File: src/rtl/mcs4_pkg.sv
// Shared MCS-4 bus types: nibble, ROM address, instruction phases and
// the I/O-RAM group opcodes, plus constants used by the CPU bus controller.
package mcs4;

    typedef logic [3:0]  char_t;
    typedef logic [11:0] rom_addr_t;

    typedef enum logic [2:0] {
        A1 = 3'd0,
        A2 = 3'd1,
        A3 = 3'd2,
        M1 = 3'd3,
        M2 = 3'd4,
        X1 = 3'd5,
        X2 = 3'd6,
        X3 = 3'd7
    } instr_cyc_t;

    typedef enum logic [3:0] {
        WRM = 4'h0,
        WMP = 4'h1,
        WRR = 4'h2,
        WPM = 4'h3,
        WR0 = 4'h4,
        WR1 = 4'h5,
        WR2 = 4'h6,
        WR3 = 4'h7,
        SBM = 4'h8,
        RDM = 4'h9,
        RDR = 4'hA,
        ADM = 4'hB,
        RD0 = 4'hC,
        RD1 = 4'hD,
        RD2 = 4'hE,
        RD3 = 4'hF
    } ioram_opa_t;

    localparam char_t     Opr_io      = 4'hE;
    localparam char_t     Opr_fin_src = 4'h2;
    localparam rom_addr_t Reset_pc    = 12'h000;

endpackage

File: src/rtl/i4004_pc.sv
// 12-bit program counter: reset value, jump load and wrapping increment,
// advancing only on the enabled (end of X3) clock.
module i4004_pc
    import mcs4::*;
#(
    parameter rom_addr_t RESET_PC = Reset_pc
) (
    input  logic        clk,
    input  logic        rst,
    input  logic        en,
    input  logic        load,
    input  logic [11:0] load_addr,
    output logic [11:0] pc
);

    always_ff @(posedge clk) begin
        if (rst) begin
            pc <= RESET_PC;
        end else if (en) begin
            pc <= load ? load_addr : pc + 12'd1;
        end
    end

endmodule

File: src/rtl/i4004_bus_ctrl.sv
// CPU-side MCS-4 bus controller: 8-phase instruction cycle, PC drive in A1-A3,
// OPR/OPA capture in M1/M2, cm_rom generation and X2/X3 data exchange with the core.
module i4004_bus_ctrl
    import mcs4::*;
#(
    parameter rom_addr_t RESET_PC = Reset_pc
) (
    input  logic        clk,
    input  logic        rst,
    output logic        sync,
    output logic        cl_rom,
    output logic        cm_rom,
    input  logic [3:0]  dbus_in,
    output logic [3:0]  dbus_out,
    output logic        instr_valid,
    output logic [3:0]  instr_opr,
    output logic [3:0]  instr_opa,
    output logic [11:0] instr_pc,
    input  logic        pc_load,
    input  logic [11:0] pc_load_addr,
    input  logic        x_drive,
    input  logic [3:0]  x2_nibble,
    input  logic [3:0]  x3_nibble,
    output logic [3:0]  x2_in,
    output logic        x2_in_valid
);

    instr_cyc_t icyc;
    logic       in_rst;
    char_t      opr_q;
    char_t      opa_q;
    rom_addr_t  pc;
    logic       pc_en;

    // The X3 phase held during reset is a parking state, not a real cycle end:
    // in_rst keeps it from advancing the PC or driving the bus.
    assign pc_en = (icyc == X3) && !in_rst;

    i4004_pc #(
        .RESET_PC(RESET_PC)
    ) u_pc (
        .clk      (clk),
        .rst      (rst),
        .en       (pc_en),
        .load     (pc_load),
        .load_addr(pc_load_addr),
        .pc       (pc)
    );

    always_ff @(posedge clk) begin
        if (rst) begin
            icyc     <= X3;
            in_rst   <= 1'b1;
            cl_rom   <= 1'b1;
            opr_q    <= '0;
            opa_q    <= '0;
            x2_in    <= '0;
            instr_pc <= RESET_PC;
        end else begin
            icyc   <= instr_cyc_t'(icyc + 3'd1);
            in_rst <= 1'b0;
            if (pc_en) begin
                cl_rom   <= 1'b0;
                instr_pc <= pc;
            end
            case (icyc)
                M1:      opr_q <= dbus_in;
                M2:      opa_q <= dbus_in;
                X2:      x2_in <= dbus_in;
                default: ;
            endcase
        end
    end

    assign sync        = (icyc == X3);
    assign instr_valid = (icyc == X1);
    assign x2_in_valid = (icyc == X3) && !in_rst;
    assign instr_opr   = opr_q;
    assign instr_opa   = opa_q;

    always_comb begin
        dbus_out = '0;
        if (!in_rst) begin
            case (icyc)
                A1:      dbus_out = pc[3:0];
                A2:      dbus_out = pc[7:4];
                A3:      dbus_out = pc[11:8];
                X2:      dbus_out = x_drive ? x2_nibble : 4'h0;
                X3:      dbus_out = x_drive ? x3_nibble : 4'h0;
                default: dbus_out = '0;
            endcase
        end
    end

    always_comb begin
        cm_rom = 1'b0;
        if (!in_rst) begin
            case (icyc)
                M2:      cm_rom = (opr_q == Opr_io);
                X2:      cm_rom = (opr_q == Opr_fin_src) && opa_q[0];
                default: cm_rom = 1'b0;
            endcase
        end
    end

endmodule

File: config.mk
export PLATFORM = sky130hd
export DESIGN_NAME = i4004_bus_ctrl
export DESIGN_NICKNAME = d
export VERILOG_FILES = /design/src/rtl/mcs4_pkg.sv /design/src/rtl/i4004_pc.sv /design/src/rtl/i4004_bus_ctrl.sv
export SDC_FILE = /design/constraint.sdc
export NUM_CORES = 1
export LEC_CHECK = 0
export CORE_MARGIN = 5
export CORE_UTILIZATION = 35
export CTS_BUF_LIST = sky130_fd_sc_hd__clkbuf_8
export CTS_CLUSTER_SIZE = 24
export DETAILED_ROUTE_END_ITERATION = 10
export GPL_ROUTABILITY_DRIVEN = 0
export SYNTH_ARGS = -nofsm -noshare
export SYNTH_HDL_FRONTEND = slang
export SYNTH_SLANG_ARGS = --single-unit
File: constraint.sdc
create_clock -name clk -period 4.6 [get_ports clk]
set_clock_uncertainty 0.15 [all_clocks]
set_input_delay 0.92 -clock clk [delete_from_list [all_inputs] [get_ports clk]]
set_output_delay 0.92 -clock clk [all_outputs]
set_load 0.005 [all_outputs]
# Yosys cells after proc, flatten, opt, wreduce, memory -nomap -nowiden

Index checks and enable logic that the tools add are counted.

Eq/ne operators: 9
Shifts and indexed selects: 0
Muxes and demuxes: 8
Multiply operators: 0
Bitwise gates (word level): 0
Div/mod/pow operators: 0
$lt $le $gt $ge: 0
Reduce and logical (&&, ||, !) cells: 4
Add/sub/neg operators: 2

Operators with widths:

| kind                                                | number |
|---|---|
| one-hot mux 4 bit (5 select lines)                  | 1 |
| adder 12 x 1 -> 12 bit, second input constant       | 1 |
| equality test 3 bit, second input constant          | 4 |
| 2-to-1 mux 12 bit                                   | 1 |
| 2-to-1 mux 4 bit                                    | 3 |
| equality test 3 x 2 -> 1 bit, second input constant | 2 |
| equality test 4 x 2 -> 1 bit, second input constant | 1 |
| equality test 4 bit, second input constant          | 1 |
| adder 3 x 1 -> 3 bit, second input constant         | 1 |
| equality test 3 x 1 -> 1 bit, second input constant | 1 |
| zero test 3 bit                                     | 1 |
| logical AND 1 bit                                   | 2 |
| 2-to-1 mux 1 bit                                    | 2 |
| one-hot mux 1 bit (2 select lines)                  | 1 |
| zero test 1 bit                                     | 1 |

Word-level logic and storage cells: 31
Bits in latches: 0
Flip-flop bits (word level): 41
Memories kept: 0
Bits in writable memories: 0
ROM bits: 0
Bits of input ports: 28
Output and inout port bits: 33

# Depth between registers and ports, before layout

Gate-level depths: netlist (run 1).

Depth after elaboration: 4
Depth in mapped cells: 9

# By module

A second synthesis (run 1) with hierarchy kept.

Cell total of the unflattened synthesis: 246
Area, all modules: 2031.9 um^2

Modules (own cells, without submodules):

| module         | times used | cells each | seq. area each (um^2) | area each (um^2) |
|---|---|---|---|---|
| i4004_bus_ctrl | 1          | 151        | 580.6                 | 1300.0 |
| i4004_pc       | 1          | 95         | 240.2                 | 732.0 |

# Least setup slack after synthesis (run 1)

OpenSTA, ideal clock, no wires.

Path type: register to output
Start point: register icyc[0]
End point: output dbus_out[0]
Path buffers: 2
Data required time: 3530 ps
Data arrival time: 1399 ps
Cell stages (with the launch flop): 9
Setup slack: 2131 ps
Cells stage by stage: dfxtp_1 -> inv_1 -> ha_1 -> buf_2 -> and2_1 -> buf_2 -> a22o_1 -> a21oi_1 -> nor2_1

Longest elaborated chain between the ends: 3

Ends and longest elaborated chain:

| item                                              | line                 | text |
|---|---|---|
| from (decl)                                       | i4004_bus_ctrl.sv:28 | `instr_cyc_t icyc;` |
| from (signal assigned)                            | i4004_bus_ctrl.sv:60 | `icyc <= instr_cyc_t'(icyc + 3'd1);` |
| equality test 3 bit, or another cell as far along | i4004_bus_ctrl.sv:84 | `case (icyc)` |
| one-hot mux 4 bit (5 select lines) *              | i4004_bus_ctrl.sv:84 |  |
| 2-to-1 mux 4 bit *                                | i4004_bus_ctrl.sv:83 | `if (!in_rst) begin` |
| to (decl)                                         | i4004_bus_ctrl.sv:14 | `output logic [3:0] dbus_out,` |

Every way passes the cells marked *; elsewhere a longest branch is shown, timed or not.

# Worst setup path after layout (run 1)

Start point: register icyc[2]
End point: output x2_in_valid

Longest elaborated chain between the ends: 2

Ends and longest elaborated chain:

| item                | line                 | text |
|---|---|---|
| equality test 3 bit | i4004_bus_ctrl.sv:77 | `assign x2_in_valid = (icyc == X3) && !in_rst;` |
| logical AND 1 bit   | i4004_bus_ctrl.sv:77 |  |
| to (decl)           | i4004_bus_ctrl.sv:25 | `output logic x2_in_valid` |

Every way passes these cells.

==> flow_metrics.py, run 1 <==
metrics = {
    "global_route": {
        "gr-total-overflow": 0,
        "grt_use_total_pct": 15.4,
        "antenna_found_initial": 0,
        "grt_pass1_wl_um": 9440,
        "grt_pass1_vias": 1961,
        "grt_max_degree": 34,
    },
    "setup_path": {
        "cp_max_fo": 30,
        "crit_path_end_kind": "primary output",
        "arrival_ns": 2.61,
        "setup.worst_path.class": "reg2out",
        "cp-start-kind": "flop",
        "cpPeakStageDelay_ns": 0.61,
        "worstPathRequired_ns": 3.53,
        "crit_slowest_cell": "dfxtp_1",
        "cp_cell_sequence": "ha_1, nand2b_1, buf_4, inv_2, clkdlybuf4s50_1",
    },
    "route": {
        "post_drt_wl_per_cell_um": 14.8,
        "ant_nets": 0,
        "drt_iter0_drc": 108,
        "num_vias": 1954,
        "firstDrtPassIters": 4,
        "viasPerCell": 5.18,
        "wirelength_um": 5570,
        "drc": 0,
    },
    "sta": {
        "fmax_ghz": 0.272,
        "hold_viol_final": 0,
        "slew_headroom_pct": 27.1,
        "period_needed_ns": 3.68,
        "tns_ns": 0,
        "fin_crit_sh_pct": 79.9,
        "finalSetupViolCount": 0,
        "worstMarginPinSlew_ns": 1.09,
        "rsz0062_at_grt": "false",
        "final_max_slew_viol_count": 0,
    },
    "clock_tree": {
        "cts_sinks": 41,
        "cts_tree": "yes",
        "cts_setup_buffers": 0,
        "h-tree-depth": 2,
        "postCtsHoldBufs": 0,
        "clk_latency_ns": 0.29,
        "numCtsBuffers": 5,
        "post_cts_resize_count": 0,
        "cts_buffer_depth": 2,
        "cts-root-buf": "clkbuf_8",
        "path_clk_slew_ns": 0.08,
    },
    "floorplanning": {
        "die_area_sq_um": 7640,
        "die_y_um": 87.4,
        "num_rows": 28,
        "initial_utilization_pct": 35.6,
        "coreArea_sq_um": 5890,
        "die_x_um": 87.4,
        "ios": 61,
    },
    "cells_and_area": {
        "stdcell_area_sq_um": 2810,
        "post-route-util_pct": 47.7,
        "drive_gt1_share_pct": 7.28,
        "areaGrowthSynthToFinish_pct": 33.8,
        "final_nets": 336,
        "fin_cells": 377,
        "n_antenna_cell": 0,
    },
    "synth": {
        "syn_inst": 255,
        "synth_warnings": 0,
        "ys.flop_type": "dfxtp_1",
        "synth-edff-count": 0,
        "synthesis.nets": 290,
        "synth.distinct_cells": 43,
        "syn_area_per_cell_sq_um": 8.22,
        "syn-cell-area_sq_um": 2100,
        "ys_seq_elements": 41,
        "seq_area_frac_synth_pct": 39.1,
        "async_flop_share_pct": 0,
    },
    "placed_design": {
        "portBuffers": 60,
        "placed_area_sq_um": 2670,
        "hpwl_um": 4020,
        "placed_cells": 369,
    },
    "min_path": {
        "hold_path_class": "reg2reg",
    },
    "power_and_ir_drop": {
        "p_leak_nw": 0.949,
        "ir_drop_uv": 169,
        "power.density_nw_per_um2": 324,
        "total_power_uw": 908,
    },
    "status": {
        "status": "completed",
    },
    "run": {
        "max-cap-violations": 0,
    },
}
[cell families after synthesis]
family,count (synthesis),synth area share (%)
and+or+nand+nor,107,24.7
AOI/OAI and AO/OA,64,21.1
DFF,41,39.1
buffers and inverters,29,7.52
muxes,7,3.34
adders and majority gates,7,4.18
[registers in the layout, summed over array words and instances (netlist names)]
| signal | cells |
|---|---|
| instr_opa | 4 |
| icyc | 3 |
| instr_pc | 12 |
| u_pc.pc | 12 |
| instr_opr | 4 |
| cl_rom | 1 |
| x2_in | 4 |
| in_rst | 1 |
[worst max-delay path: cells and delay by family, from the launching register on]
family                     cells  cell delay [ns]
DFF                            1             0.61
and+or+nand+nor                1             0.09
buffers and inverters          3             1.23
adders and majority gates      1             0.37
[layout by cell type, fill, tap and decap left out, drive strengths merged, types with 2 or more instances in the layout]
cell | netlist | routed
clkdlybuf4s50 | 0 | 60
nand2 | 48 | 48
dfxtp | 41 | 41
a21oi | 30 | 30
nor2 | 19 | 19
nand3 | 10 | 10
mux2i | 7 | 7
ha | 7 | 7
nor3 | 7 | 7
nand2b | 6 | 6
a22o | 6 | 6
inv | 6 | 6
a31oi | 5 | 5
clkbuf | 8 | 5
a222oi | 4 | 4
nor4 | 4 | 4
nand4 | 4 | 4
o21ai | 3 | 3
and2 | 2 | 2
nor2b | 2 | 2
and3 | 2 | 2
o21a | 2 | 2
o31ai | 2 | 2
a211oi | 2 | 2
a22oi | 2 | 2
bufinv | 0 | 2
buf | 15 | 2
o32ai | 2 | 2
[power by group]
part / switching (mW) / internal [mW] / total (mW)
Sequential: 0.0282 / 0.375 / 0.403
Clock: 0.128 / 0.216 / 0.344
Combinational: 0.0780 / 0.0837 / 0.162
[synth_stat cells (5+ instances only)]
| cell | n | area [sq um] |
|---|---|---|
| nand2_1 | 48 | 180 |
| dfxtp_1 | 41 | 821 |
| a21oi_1 | 30 | 150 |
| nor2_1 | 19 | 71.3 |
| buf_2 | 9 | 45.0 |
| clkbuf_1 | 8 | 30.0 |
| nand3_1 | 8 | 40.0 |
| ha_1 | 7 | 87.6 |
| mux2i_1 | 7 | 70.1 |
| a22o_1 | 6 | 52.6 |
| nand2b_1 | 6 | 37.5 |
| a31oi_1 | 5 | 31.3 |
| nor3_1 | 5 | 25.0 |
[metrics by stage]
| stage | hold WS (ns) | setup WS [ns] |
|---|---|---|
| 2_1_floorplan | 0.254 | 2.13 |
| 3_3_place_gp | 0.271 | 1.28 |
| 3_5_place_dp | 0.281 | 1.27 |
| 4_1_cts | 0.298 | 0.929 |
| 5_1_grt | 0.326 | 0.725 |
| 6_report | 0.293 | 0.925 |
[cell type report]
type	count	area, sq um
timing repair buffer	62	616
clock buffer	5	68.8
multi-input combinational	185	1120
tap	75	93.8
inverter	6	22.5
fill	604	3080
sequential	41	821
clock inverter	3	65.1
[per-layer routing]
| layer | track usage, % | share of wire, % | up-vias |
|---|---|---|---|
| li1 | - | - | 987 |
| met1 | 20.2 | 47 | 904 |
| met2 | 24.9 | 44 | 58 |
| met3 | 4.82 | 7.6 | 5 |
| met4 | 2.93 | 0.68 | 0 |
| met5 | 0 | 0 | - |
[path summary, 6_finish.rpt]
kind | startpoint | to | slack (ns) | depth (start not counted)
max | icyc[2] | x2_in_valid | 0.92 | 5
min | icyc[0] | icyc[0] | 0.29 | 1
max reg2reg | icyc[2] | u_pc.pc[2] | 2.23 | 7
min reg2reg | icyc[0] | icyc[0] | 0.29 | 1
No activity file was read; power rests on OpenSTA's default activity.
==> run 2, diff against run 1 <==
==> constraint.sdc (replaced) <==
create_clock -name clk -period 3.4 [get_ports clk]
set_clock_uncertainty 0.15 [all_clocks]
set_input_delay 0.68 -clock clk [delete_from_list [all_inputs] [get_ports clk]]
set_output_delay 0.68 -clock clk [all_outputs]
set_load 0.005 [all_outputs]
==> flow_metrics.py, run 2 (synthesis gave the netlist of run 1 again) <==
metrics = {
    "setup_path": {
        "cp-endpoint": "dbus_out[1]",
        "rrSetupSlack_ns": 1.34,
        "regToRegEndpoint": "u_pc.pc[2]",
        "cp-start-kind": "flop",
        "reg2regPathDepth": 8,
        "r2r-start": "icyc[0]",
        "worstPathRequired_ns": 2.57,
        "crit_path_end_kind": "primary output",
        "setup.worst_path.class": "reg2out",
        "cp_max_fo": 8,
        "cp-startpoint": "icyc[0]",
        "arrival_ns": 2.26,
    },
    "floorplanning": {
        "die_y_um": 87.4,
        "ios": 61,
        "initial_utilization_pct": 35.6,
        "coreArea_sq_um": 5890,
        "die_area_sq_um": 7640,
        "die_x_um": 87.4,
        "num_rows": 28,
    },
    "placed_design": {
        "placed_area_sq_um": 2710,
        "portBuffers": 60,
        "hpwl_um": 4140,
    },
    "sta": {
        "fmax_ghz": 0.323,
        "tns_ns": 0,
        "hold_viol_final": 0,
        "finalSetupViolCount": 0,
        "slew_headroom_pct": 72.7,
        "period_needed_ns": 3.09,
        "fin_crit_sh_pct": 91.0,
        "rsz0062_at_grt": "false",
        "worstMarginPinSlew_ns": 0.409,
        "final_max_slew_viol_count": 0,
    },
    "power_and_ir_drop": {
        "ir_drop_uv": 186,
        "power.density_nw_per_um2": 418,
        "p_leak_nw": 0.960,
    },
    "route": {
        "ant_nets": 0,
        "post_drt_wl_per_cell_um": 14.9,
        "drt_iter0_drc": 112,
        "drc": 0,
        "wirelength_um": 5680,
        "num_vias": 2018,
        "viasPerCell": 5.28,
        "firstDrtPassIters": 4,
    },
    "cells_and_area": {
        "layout_commonest_cell": "clkdlybuf4s50_1",
        "reg_top3": "instr_pc: 12 flops, u_pc.pc: 12 flops",
        "areaGrowthSynthToFinish_pct": 34.7,
        "register_area_sq_um": 821,
        "final_cell_mix": "60 x clkdlybuf4s50_1, 48 x nand2_1, 41 x dfxtp_1",
        "drive_gt1_share_pct": 8.79,
        "multi_input_area_sq_um": 1120,
        "stdcell_area_sq_um": 2820,
        "final_nets": 341,
        "n_antenna_cell": 0,
        "fillers": 608,
    },
    "clock_tree": {
        "path_clk_slew_ns": 0.09,
        "post_cts_resize_count": 0,
        "numCtsBuffers": 5,
        "cts-root-buf": "clkbuf_8",
        "cts_setup_buffers": 0,
        "cts_tree": "yes",
        "postCtsHoldBufs": 0,
        "cts_buffer_depth": 2,
        "clk_latency_ns": 0.30,
        "cts_sinks": 41,
        "h-tree-depth": 2,
    },
    "global_route": {
        "grt_pass1_wl_um": 9550,
        "grt_pass1_vias": 1914,
        "gr-total-overflow": 0,
        "antenna_found_initial": 0,
        "grt_max_degree": 34,
        "grt_use_total_pct": 15.7,
    },
    "run": {
        "max-cap-violations": 0,
    },
    "min_path": {
        "hold_path_class": "reg2reg",
    },
    "status": {
        "status": "completed",
    },
}
run 2: cell count changes in the layout (fill, tap and decap cells not counted), sizes merged:
cell      previous run  this run
buf                  2         7
bufinv               2         1
clkinvlp             0         1
run 2: final cells by class:
cell class                      instances  area share, %
Inverter                                6          0.798
Sequential cell                        41           29.1
Timing Repair Buffer                   67           23.1
Clock buffer                            5           2.44
Multi-Input combinational cell        185           39.6
Tap cell                               75           3.32
Clock inverter                          3           1.64
run 2: how the worst min path moves through the flow:
stage             from       to  slack (ns)  depth (start not counted)
2_1_floorplan  icyc[0]  icyc[0]        0.25                          1
3_3_place_gp   icyc[0]  icyc[0]        0.27                          1
3_5_place_dp   icyc[0]  icyc[0]        0.28                          1
4_1_cts        icyc[0]  icyc[0]        0.30                          1
5_1_grt        icyc[0]  icyc[0]        0.31                          1
6_report       icyc[0]  icyc[0]        0.29                          1
run 2: per-stage QoR:
stage | worst slack (ns) | utilization, % | power [mW] | cells | hold slack (ns)
final | 0.306 | 48.0 | 1.18 | 382 | 0.293
after global routing | 0.105 | 48.0 | 1.25 | 382 | 0.312
after CTS | 0.278 | 48.0 | 1.19 | 382 | 0.297
after detailed placement | 0.620 | 46.0 | 0.791 | 374 | 0.276
after global placement | 0.628 | 46.0 | 0.788 | 374 | 0.266
after floorplan | 1.17 | - | 0.682 | 255 | 0.254
run 2: layer usage:
layer | up-vias | part of all wire, % | global-route usage, %
li1 | 1003 | - | -
met1 | 943 | 45 | 20.5
met2 | 66 | 45 | 25.4
met3 | 6 | 8.7 | 5.30
met4 | 0 | 0.95 | 2.51
met5 | - | 0 | 0
run 2: power by group:
part	switching [mW]	internal, mW
registers	0.0332	0.507
clock network	0.183	0.220
logic	0.115	0.121
total	0.331	0.848
run 2: worst max-delay path: stages (launching register included):
cell             delay, ns
dfxtp_1               0.35
inv_1                 0.08
ha_1                  0.32
and2_1                0.37
a22o_1                0.19
a21oi_1               0.06
nor2_1                0.08
clkdlybuf4s50_1       0.51
